--- src/rtl/b_bus_arbiter.sv ---
// b_bus_arbiter: two-requester Moore arbiter for the shared 2-bit B bus (B1,B0).
// Round-robin with a HOLD_CYCLES time slice; grants, busy and B are decoded
// from registered state.
// Optional macro TIMEOUT_BLK_EN: a lone requester is forced off after
// MAX_GRANT cycles for one IDLE cycle, flagged by a one-cycle outputTimeout.

package b_bus_arbiter_pkg;
  typedef enum logic [1:0] {
    IDLE = 2'b00,
    G0   = 2'b01,
    G1   = 2'b10
  } stateT;
endpackage

module b_bus_arbiter #(
  parameter int unsigned HOLD_CYCLES = 4,
  parameter int unsigned CNT_W       = 3,
  parameter int unsigned MAX_GRANT   = 8
) (
  input  logic       inputClk,
  input  logic       inputReset,
  input  logic       inputReq0,
  input  logic       inputReq1,
  input  logic [1:0] inputCode0,
  input  logic [1:0] inputCode1,
  output logic       outputGnt0,
  output logic       outputGnt1,
  output logic [1:0] outputB,
  output logic       outputBusy,
  output logic       outputTimeout
);
  import b_bus_arbiter_pkg::*;

`ifdef TIMEOUT_BLK_EN
  localparam bit TIMEOUT_ON = 1'b1;
`else
  localparam bit TIMEOUT_ON = 1'b0;
`endif

  // The counter saturates at the timeout length when timeouts are enabled,
  // otherwise at the end of the slice.
  localparam int unsigned     SAT_CYCLES = TIMEOUT_ON ? MAX_GRANT : HOLD_CYCLES;
  localparam logic [CNT_W-1:0] CNT_SAT   = CNT_W'(SAT_CYCLES - 1);
  localparam logic [CNT_W:0]   HOLD_W    = (CNT_W + 1)'(HOLD_CYCLES);

  stateT            state, stateNext;
  logic [CNT_W-1:0] cnt, cntNext;
  logic             lastServed, lastServedNext;
  logic [1:0]       bQ, bNext;
  logic             sliceDone;
  logic             holdExpired;

  // Slice end compared as cycles held (cnt+1) so HOLD_CYCLES=1 needs no special case.
  assign sliceDone   = ({1'b0, cnt} + (CNT_W + 1)'(1)) >= HOLD_W;
  assign holdExpired = TIMEOUT_ON && (cnt == CNT_SAT);

  // Next-state, counter, pointer and bus value selection.
  always_comb begin
    stateNext      = state;
    cntNext        = '0;
    lastServedNext = lastServed;
    bNext          = '0;

    unique case (state)
      IDLE: begin
        if (inputReq0 && inputReq1) stateNext = lastServed ? G0 : G1;
        else if (inputReq0)         stateNext = G0;
        else if (inputReq1)         stateNext = G1;
        else                        stateNext = IDLE;
      end
      G0: begin
        if (!inputReq0)                    stateNext = inputReq1 ? G1 : IDLE;
        else if (inputReq1 && sliceDone)   stateNext = G1;
        else if (!inputReq1 && holdExpired) stateNext = IDLE;
        else                               stateNext = G0;
      end
      G1: begin
        if (!inputReq1)                    stateNext = inputReq0 ? G0 : IDLE;
        else if (inputReq0 && sliceDone)   stateNext = G0;
        else if (!inputReq0 && holdExpired) stateNext = IDLE;
        else                               stateNext = G1;
      end
      default: stateNext = IDLE;
    endcase

    if (stateNext != IDLE && stateNext == state)
      cntNext = (cnt == CNT_SAT) ? cnt : cnt + CNT_W'(1);

    case (stateNext)
      G0: begin
        bNext          = inputCode0;
        lastServedNext = 1'b0;
      end
      G1: begin
        bNext          = inputCode1;
        lastServedNext = 1'b1;
      end
      default: bNext = '0;
    endcase
  end

  // State, slice counter, last-served pointer and bus register.
  always_ff @(posedge inputClk) begin
    if (inputReset) begin
      state      <= IDLE;
      cnt        <= '0;
      lastServed <= 1'b1;
      bQ         <= '0;
    end else begin
      state      <= stateNext;
      cnt        <= cntNext;
      lastServed <= lastServedNext;
      bQ         <= bNext;
    end
  end

`ifdef TIMEOUT_BLK_EN
  logic timeoutQ;

  // Leaving a grant for IDLE while still requesting can only be a forced release.
  always_ff @(posedge inputClk) begin
    if (inputReset) timeoutQ <= 1'b0;
    else timeoutQ <= (stateNext == IDLE) &&
                     ((state == G0 && inputReq0) || (state == G1 && inputReq1));
  end

  assign outputTimeout = timeoutQ;
`else
  assign outputTimeout = 1'b0;
`endif

  assign outputGnt0 = (state == G0);
  assign outputGnt1 = (state == G1);
  assign outputBusy = (state == G0) || (state == G1);
  assign outputB    = bQ;

endmodule

--- config.mk ---
export PLATFORM = sky130hd
export DESIGN_NAME = b_bus_arbiter
export DESIGN_NICKNAME = d
export VERILOG_FILES = /design/src/rtl/b_bus_arbiter.sv
export SDC_FILE = /design/constraint.sdc
export NUM_CORES = 1
export LEC_CHECK = 0
export BUFFER_PORTS_ARGS = -buffer_cell sky130_fd_sc_hd__clkbuf_2
export CAP_MARGIN = 20
export CORE_AREA = 2 2 39 41
export CTS_CLUSTER_SIZE = 28
export DETAILED_ROUTE_END_ITERATION = 10
export DIE_AREA = 0 0 41 43
export GPL_TIMING_DRIVEN = 0
export PLACE_DENSITY = 0.69
export SLEW_MARGIN = 20
export SYNTH_ARGS = -nofsm -noshare
export SYNTH_HDL_FRONTEND = slang
export SYNTH_SLANG_ARGS = --single-unit
--- constraint.sdc ---
create_clock -name inputClk -period 2.6 [get_ports inputClk]
set_input_delay 0.52 -clock inputClk [delete_from_list [all_inputs] [get_ports inputClk]]
set_output_delay 0.52 -clock inputClk [all_outputs]
set_load 0.01 [all_outputs]
* Yosys cells after proc, flatten, opt, wreduce, memory -nomap -nowiden
Cells that the tools add are included.
** Word-level totals
- Register bits after elaboration :: 8
- Memories kept :: 0
- Word-level logic and storage cells :: 35
- Output and inout bits :: 6
- Memory bits (writable) :: 0
- Latch bits :: 0
- Memory bits (read-only) :: 0
- Input port bits :: 8
** Operators by class
- Muxes and demuxes :: 12
- $mul :: 0
- $lt $le $gt $ge :: 1
- Shift operators :: 0
- Reduce and logical (&&, ||, !) cells :: 9
- Bitwise logic cells :: 1
- Divide/modulo/power cells :: 0
- Add/sub/neg operators :: 2
- Equality and inequality tests :: 6
** Operators by type and width (count)
- 2-bit two-way mux :: 8
- 2-bit case mux with 3 select lines :: 1
- 3-bit by 1-bit adder with 4-bit output (second input constant) :: 1
- 2-bit by 1-bit == test with 1-bit output (second input constant) :: 2
- 2-bit == test (second input constant) :: 2
- 4-bit by 3-bit >= comparator with 1-bit output (second input constant) :: 1
- 1-bit logical AND :: 4
- 2-bit case mux with 2 select lines :: 1
- 2-bit nonzero test :: 2
- 3-bit by 1-bit adder with 3-bit output (second input constant) :: 1
- 3-bit by 2-bit == test with 1-bit output (second input constant) :: 1
- 2-bit == test :: 1
- 2-bit zero test :: 1
- 1-bit case mux with 2 select lines :: 1
- 2-bit OR reduction :: 1
- 1-bit logical OR :: 1
- 1-bit two-way mux :: 1
- 1-bit NOT :: 1

* Depth between registers and ports, before layout
- Word-level depth :: 10
- Mapped depth :: 9
- Mapped depth without buffers :: 9

* Least setup slack after synthesis
No wires, ideal clock.
- Path type :: in2reg
- Start :: input cnt[0]
- End :: register cnt[0]
- Required time :: 2.508 ns
- Path buffers :: 0
- Arrival :: 2.027 ns
- Stages :: 8
- Slack :: 0.481 ns
- Library setup time :: 0.092 ns
- Cells stage by stage :: dfxtp_1 > ha_1 > ha_1 > a31o_1 > a41o_4 > ha_1 > or2_2 > nor4_1
** Between the ends
- Word-level cells in the longest chain between the ends :: 10
- Elaborated cells on any way between the ends :: 16
- Classes of those cells :: add/sub (2); order compare (1); eq/ne (2); mux (5); bitwise (1); reduce/logical (5)
** Ends and longest elaborated chain
- from (decl) :: RTL line 47 : logic [CNT_W-1:0] cnt, cntNext;
- 3-bit by 1-bit adder with 4-bit output :: RTL line 54 : assign sliceDone = ({1'b0, cnt} + (CNT_W + 1)'(1)) >= HOLD_W;
- 4-bit by 3-bit >= comparator with 1-bit output :: RTL line 54
- 1-bit logical AND (on tied branches) :: RTL line 79, 73
- 2-bit two-way mux (on tied branches) :: RTL line 79, 73
- 2-bit two-way mux (on tied branches) :: RTL line 78, 72
- 2-bit case mux with 3 select lines :: RTL line 64 : unique case (state)
- 2-bit == test or 2-bit nonzero test (tied branches) :: RTL line 86 : if (stateNext != IDLE && stateNext == state)
- 1-bit logical AND :: RTL line 86
- 1-bit NOT (no source line)
- 2-bit OR reduction (no source line)
Parallel ways exist; a longest one is shown, timed or not.
A chain may end at the register's enable or synchronous reset.

* Final worst setup path
Ends and elaborated chain as after synthesis.

==> impl_metrics.tcl <==
set metrics [dict create \
    drv_slew 0 \
    clock_path_buffers 2 \
    synthXorXnorAreaFrac 0.0429 \
    hold_path_class "in -> reg" \
    portBuffers 12 \
    clk_latency_ns 0.25 \
    nFillCells 138 \
    place.detailed.hpwl_um 868 \
    grt-ovfl-total 0 \
    critPathLaunchType "flip-flop" \
    cts_buffers 3 \
    grt_usage 0.141 \
    fin_setup_tns_ns 0 \
    syn-num-nets 83 \
    muxShareOfSynthArea 0.0172 \
    drtPass1Iterations 6 \
    hold_viol_final 0 \
    synth_top_family_by_area "simple AND/OR/NAND/NOR gates" \
    synth_commonest_cells "ha_1 (9), dfxtp_1 (8), nor2_1 (7)" \
    clk_pin_slew_ns 0.06 \
    antenna_found_initial 0 \
    drive_gt1_frac 0.272 \
    n_antenna_cell 0 \
    finalCritPeriodShare 0.861 \
    cts_root_buf "clkbuf_4" \
    hold_depth 2 \
    grt_max_degree 8 \
    cts_sinks 8 \
    skew_ns 0.00655 \
    core_area_mm2 0.00138 \
    drtIter0Drc 11 \
    gp_congestion 0.835 \
    maxCapViolations 0 \
    cts_setup_buffers 0 \
    endpoint_kind "flip-flop" \
    cts_max_level 1 \
    rsz0062_at_grt "no" \
    ff2ff_path_depth 8 \
    final_nets 100 \
    yosysTopAreaCell "dfxtp_1" \
    first_global_vias 456 \
    critical_path_class "reg -> reg" \
    hold_buffers 0 \
    num_rows 14 \
    synthTopCellsByArea "dfxtp_1 (27%), ha_1 (19%), nor2_1 (4.5%), a41o_4 (3.6%), nor4_1 (3.2%)" \
    syn2layout_area_growth_pct 17.6 \
    synth_edf_count 0 \
    ant_nets 0 \
    synthCells 66 \
    synth-seq-area-share 0.275 \
    post_cts_resized 0 \
    power_leakage_nw 0.330 \
    avgRoutedWirePerCell_um 10.6 \
    synth_compound_area_frac 0.161 \
    finalSetupViolCount 0 \
    route.detailed.drc 0 \
    syn_area_per_cell_um2 8.83 \
    synth_flop_cell "dfxtp_1" \
    vias_per_cell 5.05 \
    dieHeight_um 43 \
    ir_worst_vdd_v 0.000326 \
    synth-async-reset-ratio 0 \
    yosysWarnings 0 \
    synth_area_um2 583 \
    dieArea_mm2 0.00176 \
    synth.distinct_cells 31 \
    ios 14 \
    synthMostInstantiatedCell "ha_1" \
    status "complete, no violations" \
    start_util 0.421 \
    vias 490 \
    worst-path-max-fanout 5 \
    cts_tree "built" \
    fin_crit_ns 2.24 \
    grt_pass1_wl_um 1730 \
    crit_arrival_ns 2.40 \
    synth-simple-area-share 0.245 \
    fin_util 0.495 \
    powerDensity_mw_per_mm2 738 \
    die_w_um 41 \
    max_freq_mhz 447 \
    ys_ff_latch 8 \
    synthAdderAreaFrac 0.193 \
    required_ns 2.76 \
    synth.top_cell.area_share 0.275 \
    routed_wirelength_um 1030 \
]
## registers in the layout, indices dropped and copies added, names as in the netlist
name        flops
cnt             3
lastServed      1
outputB         2
state           2
## critical path: stages, from the launching register on
cell	delay [ns]
dfxtp_1	0.33
ha_1	0.20
ha_1	0.33
a21bo_2	0.23
a31oi_1	0.17
a21oi_1	0.11
ha_1	0.20
or2_2	0.32
nor4_1	0.26
## layer usage
layer | track usage | routed length (um) | up-vias
met5 | 0 | 0 | -
met4 | 0.0667 | 14 | 0
met3 | 0.0157 | 17 | 2
met2 | 0.234 | 548 | 5
met1 | 0.169 | 445 | 218
li1 | - | - | 265
## worst paths after layout
| kind | startpoint | end | slack, ns |
|---|---|---|---|
| max reg2reg | cnt[0]$_SDFFE_PP0P_ | cnt[0]$_SDFFE_PP0P_ | 0.36 |
| min reg2reg | cnt[2]$_SDFFE_PP0P_ | cnt[2]$_SDFFE_PP0P_ | 0.58 |
| min | inputReset | state[0]$_SDFF_PP0_ | 0.48 |
| max | cnt[0]$_SDFFE_PP0P_ | cnt[0]$_SDFFE_PP0P_ | 0.36 |
## kinds of logic after synthesis
family | after synthesis
other | 1
xor gates and xnor gates | 2
adders and majority gates | 9
buffers and inverters | 7
and+or+nand+nor | 27
AOI/OAI and AO/OA | 11
DFF | 8
muxes | 1
## power breakdown
part / switching (mW) / internal (mW) / total [mW]
registers: 0.0196 / 0.147 / 0.167
logic: 0.132 / 0.114 / 0.245
clock network: 0.0409 / 0.0527 / 0.0936
total: 0.192 / 0.314 / 0.506
## final cells by class
cell class / count / area [um^2] / share of cell area
Buffer: 1 / 7.51 / 0.0109
Clock buffer: 3 / 22.5 / 0.0328
Inverter: 6 / 27.5 / 0.0401
Multi-Input combinational cell: 51 / 388 / 0.566
Sequential cell: 8 / 160 / 0.234
Tap cell: 16 / 20.0 / 0.0292
Timing Repair Buffer: 12 / 60.1 / 0.0876
## stage by stage
| step | hold WS (ns) | power (mW) | std cells | area, um^2 | worst slack, ns |
|---|---|---|---|---|---|
| 2_1_floorplan | 0.521 | 0.359 | 66 | 583 | 0.481 |
| 5_1_grt | 0.506 | 0.545 | 97 | 686 | 0.213 |
| 4_1_cts | 0.478 | 0.510 | 97 | 686 | 0.342 |
| 6_report | 0.482 | 0.506 | 97 | 686 | 0.360 |
| 3_3_place_gp | 0.561 | 0.410 | 94 | 663 | 0.396 |
| 3_5_place_dp | 0.565 | 0.416 | 94 | 663 | 0.352 |
## cells in the final DEF (no fill, tap or decap), types with 3 or more instances in the layout
| cell type | count |
|---|---|
| clkbuf_2 | 12 |
| ha_1 | 9 |
| dfxtp_1 | 8 |
| nor2_1 | 7 |
| inv_1 | 4 |
| nand2_1 | 4 |
| nand3_1 | 3 |
| nor4_1 | 3 |
| clkbuf_4 | 3 |
(Power assumes the default switching activity.)
